==> src/rtl/ev_drive_sequencer.sv <==
// EV drive speed sequencer: power-up precharge, PLC/HMI round-robin command grants,
// rate-limited speed ramp, brake override and latched e-stop fault.
module ev_drive_sequencer #(
    parameter int SPEED_W       = 8,
    parameter int RAMP_STEP     = 4,
    parameter int TICK_DIV      = 16,
    parameter int PRECHARGE_CYC = 8
) (
    input  logic               clk,
    input  logic               rst_n,
    input  logic               ena,
    input  logic               power_on,
    input  logic               estop,
    input  logic               fault_clr,
    input  logic               plc_req,
    input  logic [SPEED_W-1:0] plc_target,
    output logic               plc_gnt,
    input  logic               hmi_req,
    input  logic [SPEED_W-1:0] hmi_target,
    output logic               hmi_gnt,
    input  logic [3:0]         brake_in,
    output logic [SPEED_W-1:0] speed_out,
    output logic [2:0]         state_out,
    output logic               at_target,
    output logic               fault
);
    localparam int TK_W = $clog2(TICK_DIV);
    localparam int PC_W = $clog2(PRECHARGE_CYC) + 1;
    localparam logic [TK_W-1:0]    TICK_LAST = TK_W'(TICK_DIV - 1);
    localparam logic [PC_W-1:0]    PC_LAST   = PC_W'(PRECHARGE_CYC - 1);
    localparam logic [SPEED_W-1:0] STEP_V    = SPEED_W'(RAMP_STEP);
    localparam logic [SPEED_W-1:0] ZERO_V    = '0;

    typedef enum logic [2:0] {
        ST_OFF       = 3'd0,
        ST_PRECHARGE = 3'd1,
        ST_IDLE      = 3'd2,
        ST_RUN       = 3'd3,
        ST_BRAKE     = 3'd4,
        ST_FAULT     = 3'd5
    } state_t;

    state_t             state_r;
    logic [SPEED_W-1:0] speed_r;
    logic [SPEED_W-1:0] target_r;
    logic [TK_W-1:0]    tick_cnt_r;
    logic [PC_W-1:0]    pc_cnt_r;
    logic               last_hmi_r;
    logic               gnt_prev_r;
    logic               plc_gnt_r;
    logic               hmi_gnt_r;

    logic               tick_s;
    logic               brake_s;
    logic               grant_ok_s;
    logic               pick_plc_s;
    logic               pick_hmi_s;
    logic [SPEED_W-1:0] brake_val_s;
    logic [SPEED_W-1:0] ramp_speed_s;
    logic [SPEED_W-1:0] brake_speed_s;

    // Tick detect and round-robin grant selection; gnt_prev_r leaves a quiet cycle for req to drop
    always_comb begin
        tick_s     = (tick_cnt_r == TICK_LAST);
        brake_s    = (brake_in != 4'd0);
        grant_ok_s = ((state_r == ST_IDLE) || (state_r == ST_RUN)) && !estop && power_on
                     && !brake_s && !gnt_prev_r;
        pick_plc_s = grant_ok_s && plc_req && (!hmi_req || last_hmi_r);
        pick_hmi_s = grant_ok_s && hmi_req && (!plc_req || !last_hmi_r);
    end

    // Candidate speeds for a ramp tick in RUN and a decay tick in BRAKE, clamped so nothing overshoots
    always_comb begin
        ramp_speed_s  = speed_r;
        brake_speed_s = speed_r;
        brake_val_s   = SPEED_W'(brake_in);
        if (speed_r < target_r) begin
            if ((target_r - speed_r) > STEP_V) begin
                ramp_speed_s = speed_r + STEP_V;
            end else begin
                ramp_speed_s = target_r;
            end
        end else if (speed_r > target_r) begin
            if ((speed_r - target_r) > STEP_V) begin
                ramp_speed_s = speed_r - STEP_V;
            end else begin
                ramp_speed_s = target_r;
            end
        end else begin
            ramp_speed_s = speed_r;
        end
        if (brake_val_s > speed_r) begin
            brake_speed_s = ZERO_V;
        end else begin
            brake_speed_s = speed_r - brake_val_s;
        end
    end

    // Sequencer state, speed/target registers, tick and precharge counters, grant pulses
    always_ff @(posedge clk or negedge rst_n) begin
        if (!rst_n) begin
            state_r    <= ST_OFF;
            speed_r    <= '0;
            target_r   <= '0;
            tick_cnt_r <= '0;
            pc_cnt_r   <= '0;
            last_hmi_r <= 1'b1;
            gnt_prev_r <= 1'b0;
            plc_gnt_r  <= 1'b0;
            hmi_gnt_r  <= 1'b0;
        end else if (!ena) begin
            plc_gnt_r <= 1'b0;
            hmi_gnt_r <= 1'b0;
        end else begin
            plc_gnt_r  <= pick_plc_s;
            hmi_gnt_r  <= pick_hmi_s;
            gnt_prev_r <= pick_plc_s | pick_hmi_s;
            tick_cnt_r <= tick_s ? '0 : tick_cnt_r + TK_W'(1);
            if (pick_plc_s) begin
                target_r   <= plc_target;
                last_hmi_r <= 1'b0;
            end else if (pick_hmi_s) begin
                target_r   <= hmi_target;
                last_hmi_r <= 1'b1;
            end
            if (estop && (state_r != ST_FAULT)) begin
                state_r  <= ST_FAULT;
                speed_r  <= '0;
                target_r <= '0;
            end else if (!power_on && (state_r != ST_FAULT) && (state_r != ST_OFF)) begin
                state_r  <= ST_OFF;
                speed_r  <= '0;
                target_r <= '0;
            end else begin
                case (state_r)
                    ST_OFF: begin
                        speed_r  <= '0;
                        target_r <= '0;
                        if (power_on) begin
                            state_r  <= ST_PRECHARGE;
                            pc_cnt_r <= '0;
                        end
                    end
                    ST_PRECHARGE: begin
                        if (pc_cnt_r == PC_LAST) begin
                            state_r <= ST_IDLE;
                        end else begin
                            pc_cnt_r <= pc_cnt_r + PC_W'(1);
                        end
                    end
                    ST_IDLE: begin
                        if (brake_s) begin
                            state_r <= ST_BRAKE;
                        end else if (gnt_prev_r && (target_r != ZERO_V)) begin
                            state_r <= ST_RUN;
                        end
                    end
                    ST_RUN: begin
                        if (tick_s) begin
                            speed_r <= ramp_speed_s;
                        end
                        if (brake_s) begin
                            state_r <= ST_BRAKE;
                        end else if ((speed_r == ZERO_V) && (target_r == ZERO_V)) begin
                            state_r <= ST_IDLE;
                        end
                    end
                    ST_BRAKE: begin
                        if (tick_s) begin
                            speed_r <= brake_speed_s;
                        end
                        if (!brake_s) begin
                            state_r <= ((speed_r != ZERO_V) || (target_r != ZERO_V)) ? ST_RUN : ST_IDLE;
                        end
                    end
                    ST_FAULT: begin
                        speed_r  <= '0;
                        target_r <= '0;
                        if (fault_clr && !estop) begin
                            state_r <= ST_OFF;
                        end
                    end
                    default: begin
                        state_r  <= ST_FAULT;
                        speed_r  <= '0;
                        target_r <= '0;
                    end
                endcase
            end
        end
    end

    assign plc_gnt   = plc_gnt_r;
    assign hmi_gnt   = hmi_gnt_r;
    assign speed_out = speed_r;
    assign state_out = state_r;
    assign fault     = (state_r == ST_FAULT);
    assign at_target = (state_r == ST_RUN) && (speed_r == target_r);

endmodule

==> config.mk <==
export PLATFORM = sky130hd
export DESIGN_NAME = ev_drive_sequencer
export DESIGN_NICKNAME = d
export VERILOG_FILES = /design/src/rtl/ev_drive_sequencer.sv
export SDC_FILE = /design/constraint.sdc
export NUM_CORES = 1
export LEC_CHECK = 0
export ABC_AREA = 1
export CORE_MARGIN = 2
export CORE_UTILIZATION = 52
export DETAILED_ROUTE_END_ITERATION = 16
export HOLD_SLACK_MARGIN = 0.05
export PLACE_DENSITY = 0.87
export SLEW_MARGIN = 40
export SYNTH_ARGS = -nofsm -noshare
export SYNTH_HDL_FRONTEND = slang
export SYNTH_SLANG_ARGS = --single-unit
==> constraint.sdc <==
create_clock -name clk -period 2.15 [get_ports clk]
set_input_delay 0.43 -clock clk [delete_from_list [all_inputs] [get_ports clk]]
set_output_delay 0.43 -clock clk [all_outputs]
set_load 0.01 [all_outputs]
==> metrics.yaml <==
worst_setup_path:
  r2r_cells: 15
  critPathKind: "reg2reg"
  arrival_ns: 2.83
  end_kind: "flop"
  timing.rr.end: "speed_out[2]"
  cp-start-kind: "flop"
  critical_path.top_delay_family: "simple AND/OR/NAND/NOR gates"
  crit_chain: "ha_2, fa_2, nand2_1, nand3_1, nand2_1, nor2_1, nand2_1, nor2_4, buf_12, nand3_1, nand3_1, nand3_1, nand2_1, nand2_1, nand2_1"
  cpMaxStageDelayCell: "fa_2"
  cp_max_fo: 4
  rr_startpoint: "speed_out[0]"
  worst-path-buf-inv: 1
  max_stage_delay_ns: 0.52
  critPathRequiredTime_ns: 2.38
  critical_path.most_common_cell: "nand2_1"
  rrSetupSlack_ns: -0.45
route:
  dr.pass1.iters: 6
  post-route-drc-count: 0
  first_iter_violations: 484
  ant_nets: 0
  drt_wl_total_mm: 12.23
  vias: 4149
  post_drt_wl_per_cell_um: 17.22
  avgViaCountPerCell: 5.844
placed_design:
  gp_congestion: 0.9159
  place_hpwl_mm: 8.159
  io_buffers: 42
yosys:
  synth_edf_count: 0
  yosysSeqAreaShare_pct: 22.65
  syn-num-nets: 559
  synthTopCellsByArea: "dfrtp_1, nand2_1, ha_1, nand3_1, inv_1"
  syn-cell-area_mm2: 0.003431
  yosys_warnings: 0
  yosys.area.top_type: "dfrtp_1"
  yosys.cell_types.count: 47
  postSynth.asyncResetShare_pct: 100.0
  ys_seq_elements: 31
  synthesis.instances: 505
  synth_top_area_share_pct: 21.88
  dominantRegCellSynth: "dfrtp_1"
  syn_avg_cell_area_um2: 6.794
outcome:
  outcome: "complete, but fails checks"
  violations: "negative setup slack"
sta:
  finalCritPeriodShare_pct: 120.9
  drv_slew: 0
  post-route-min-period_ns: 2.600
  setup_viol: 9
  hold_violations: 0
  finalHoldWorstSlack_ns: 0.5181
  fin_ws_ns: -0.4495
  maxSlewHeadroom_pct: 72.23
  rsz0062_at_grt: "yes"
  tightest_slew_ns: 0.4166
  fmax_mhz: 384.7
  finClkSkew_ns: 0.008229
die:
  io_pins: 43
  die_height_um: 85.23
  rows: 29
  dieArea_mm2: 0.007263
  core_mm2: 0.006350
  chipWidth_um: 85.23
  initial_utilization_pct: 54.03
clock_network:
  root_buffer: "clkbuf_8"
  htree_levels: 2
  cts_tree: "yes"
  clockBufferDepth: 2
  cts_buffers: 5
  clock-sinks: 31
  insertion_delay_ns: 0.30
  path_clk_slew_ns: 0.07
layout:
  fillers: 381
  nets: 686
  utilization_pct: 76.61
  syn_to_final_growth_pct: 41.79
  n_antenna_cell: 0
  drive_gt1_share_pct: 31.12
  register_area_um2: 780.7
  multi_input_area_mm2: 0.002520
worst_hold_path:
  hp-class: "in2async"
flow_run:
  cap_violations: 0
grt:
  antenna_found_initial: 0
  grt_pass1_vias: 3802
  grt_max_degree: 32
  overflow: 0
  groute.usage.overall_pct: 30.07
  grt_pass1_wl_mm: 17.35
[kinds of logic (layout without fill, tap and decap cells)]
family	after synthesis	count (layout)	synth area share, %
AO/OA/AOI/OAI	58	58	10.94
XOR/XNOR	13	13	3.319
adder cells (fa/ha/maj)	26	26	9.920
buffers and inverters	87	215	10.14
flip-flops	31	31	22.65
AND/OR/NAND/NOR	290	290	43.03
[through the flow]
step | area (um2) | setup TNS (ns) | std cells | setup WS [ns]
after floorplan | 3511 | 0 | 505 | 0.01076
after global placement | 4541 | -2.312 | 693 | -0.2437
after detailed placement | 4541 | -3.486 | 693 | -0.3142
after CTS | 4674 | -1.470 | 705 | -0.1923
after global routing | 4865 | -4.188 | 710 | -0.5476
final | 4865 | -3.060 | 710 | -0.4495
[synth_stat cells, drive strengths merged (3+ instances only)]
master / n
buf: 4
clkinv: 3
nand3: 64
nor3: 9
dfrtp: 30
o21ai: 26
xor2: 13
o211ai: 9
nand4: 12
inv: 78
nor2: 48
ha: 24
a21oi: 14
nand2: 153
[how the worst max path moves through the flow]
stage / slack [ns] / cells past startpoint / from / endpoint
floorplan: 0.01 / 15 / speed_out[6] / speed_out[0]
global placement: -0.24 / 12 / brake_in[0] / speed_out[6]
detailed placement: -0.31 / 12 / brake_in[0] / speed_out[5]
CTS: -0.19 / 14 / speed_out[0] / speed_out[0]
global route: -0.55 / 15 / target_r[0] / speed_out[0]
finish: -0.45 / 15 / speed_out[0] / speed_out[2]
[cells in the final DEF (no fill, tap or decap), drive strengths merged]
| cell | synthesis | layout |
|---|---|---|
| a21o | 1 | 1 |
| a21oi | 14 | 14 |
| a31oi | 2 | 2 |
| and2 | 1 | 1 |
| buf | 4 | 85 |
| clkbuf | 2 | 7 |
| clkdlybuf4s50 | 0 | 40 |
| clkinv | 3 | 4 |
| dfrtp | 30 | 30 |
| dfstp | 1 | 1 |
| dlymetal6s2s | 0 | 1 |
| fa | 2 | 2 |
| ha | 24 | 24 |
| inv | 78 | 78 |
| nand2 | 153 | 153 |
| nand2b | 1 | 1 |
| nand3 | 64 | 64 |
| nand3b | 1 | 1 |
| nand4 | 12 | 12 |
| nor2 | 48 | 48 |
| nor3 | 9 | 9 |
| o2111ai | 2 | 2 |
| o211ai | 9 | 9 |
| o21ai | 26 | 26 |
| o21bai | 2 | 2 |
| o22ai | 1 | 1 |
| o31ai | 1 | 1 |
| or3 | 1 | 1 |
| xor2 | 13 | 13 |
[state kept, by name, indices dropped and copies added, names as in the netlist]
signal      count
gnt_prev_r      1
hmi_gnt         1
last_hmi_r      1
pc_cnt_r        4
plc_gnt         1
speed_out       8
state_out       3
target_r        8
tick_cnt_r      4
[routing by layer]
metal / wire (um) / share of wire (%) / up-vias / GRT usage, %
met2: 5885 / 48 / 300 / 53.13
met4: 655 / 5.4 / 0 / 15.15
met5: 0 / 0 / - / 0
met1: 4587 / 38 / 1886 / 35.36
li1: - / - / 1892 / -
met3: 1098 / 9.0 / 71 / 4.280
[final cells by class]
type | count | area share [%]
multi-input cells | 387 | 51.80
well taps | 77 | 1.980
clock buffers | 7 | 1.569
flip-flops and latches | 31 | 16.05
clock inverters | 1 | 0.1029
repair buffers | 126 | 21.96
inverters | 81 | 6.533
[what timing repair did]
action                     4_1_cts  5_1_grt
buffers inserted                 4        5
resized for setup                9       41
hold endpoints to repair         0        0
setup endpoints to repair        9       14
hold buffers                     0        0
pin swaps                       10       14
Power is not shown: default switching activity piles up to over one toggle a cycle in this logic, so the estimate is an artifact.
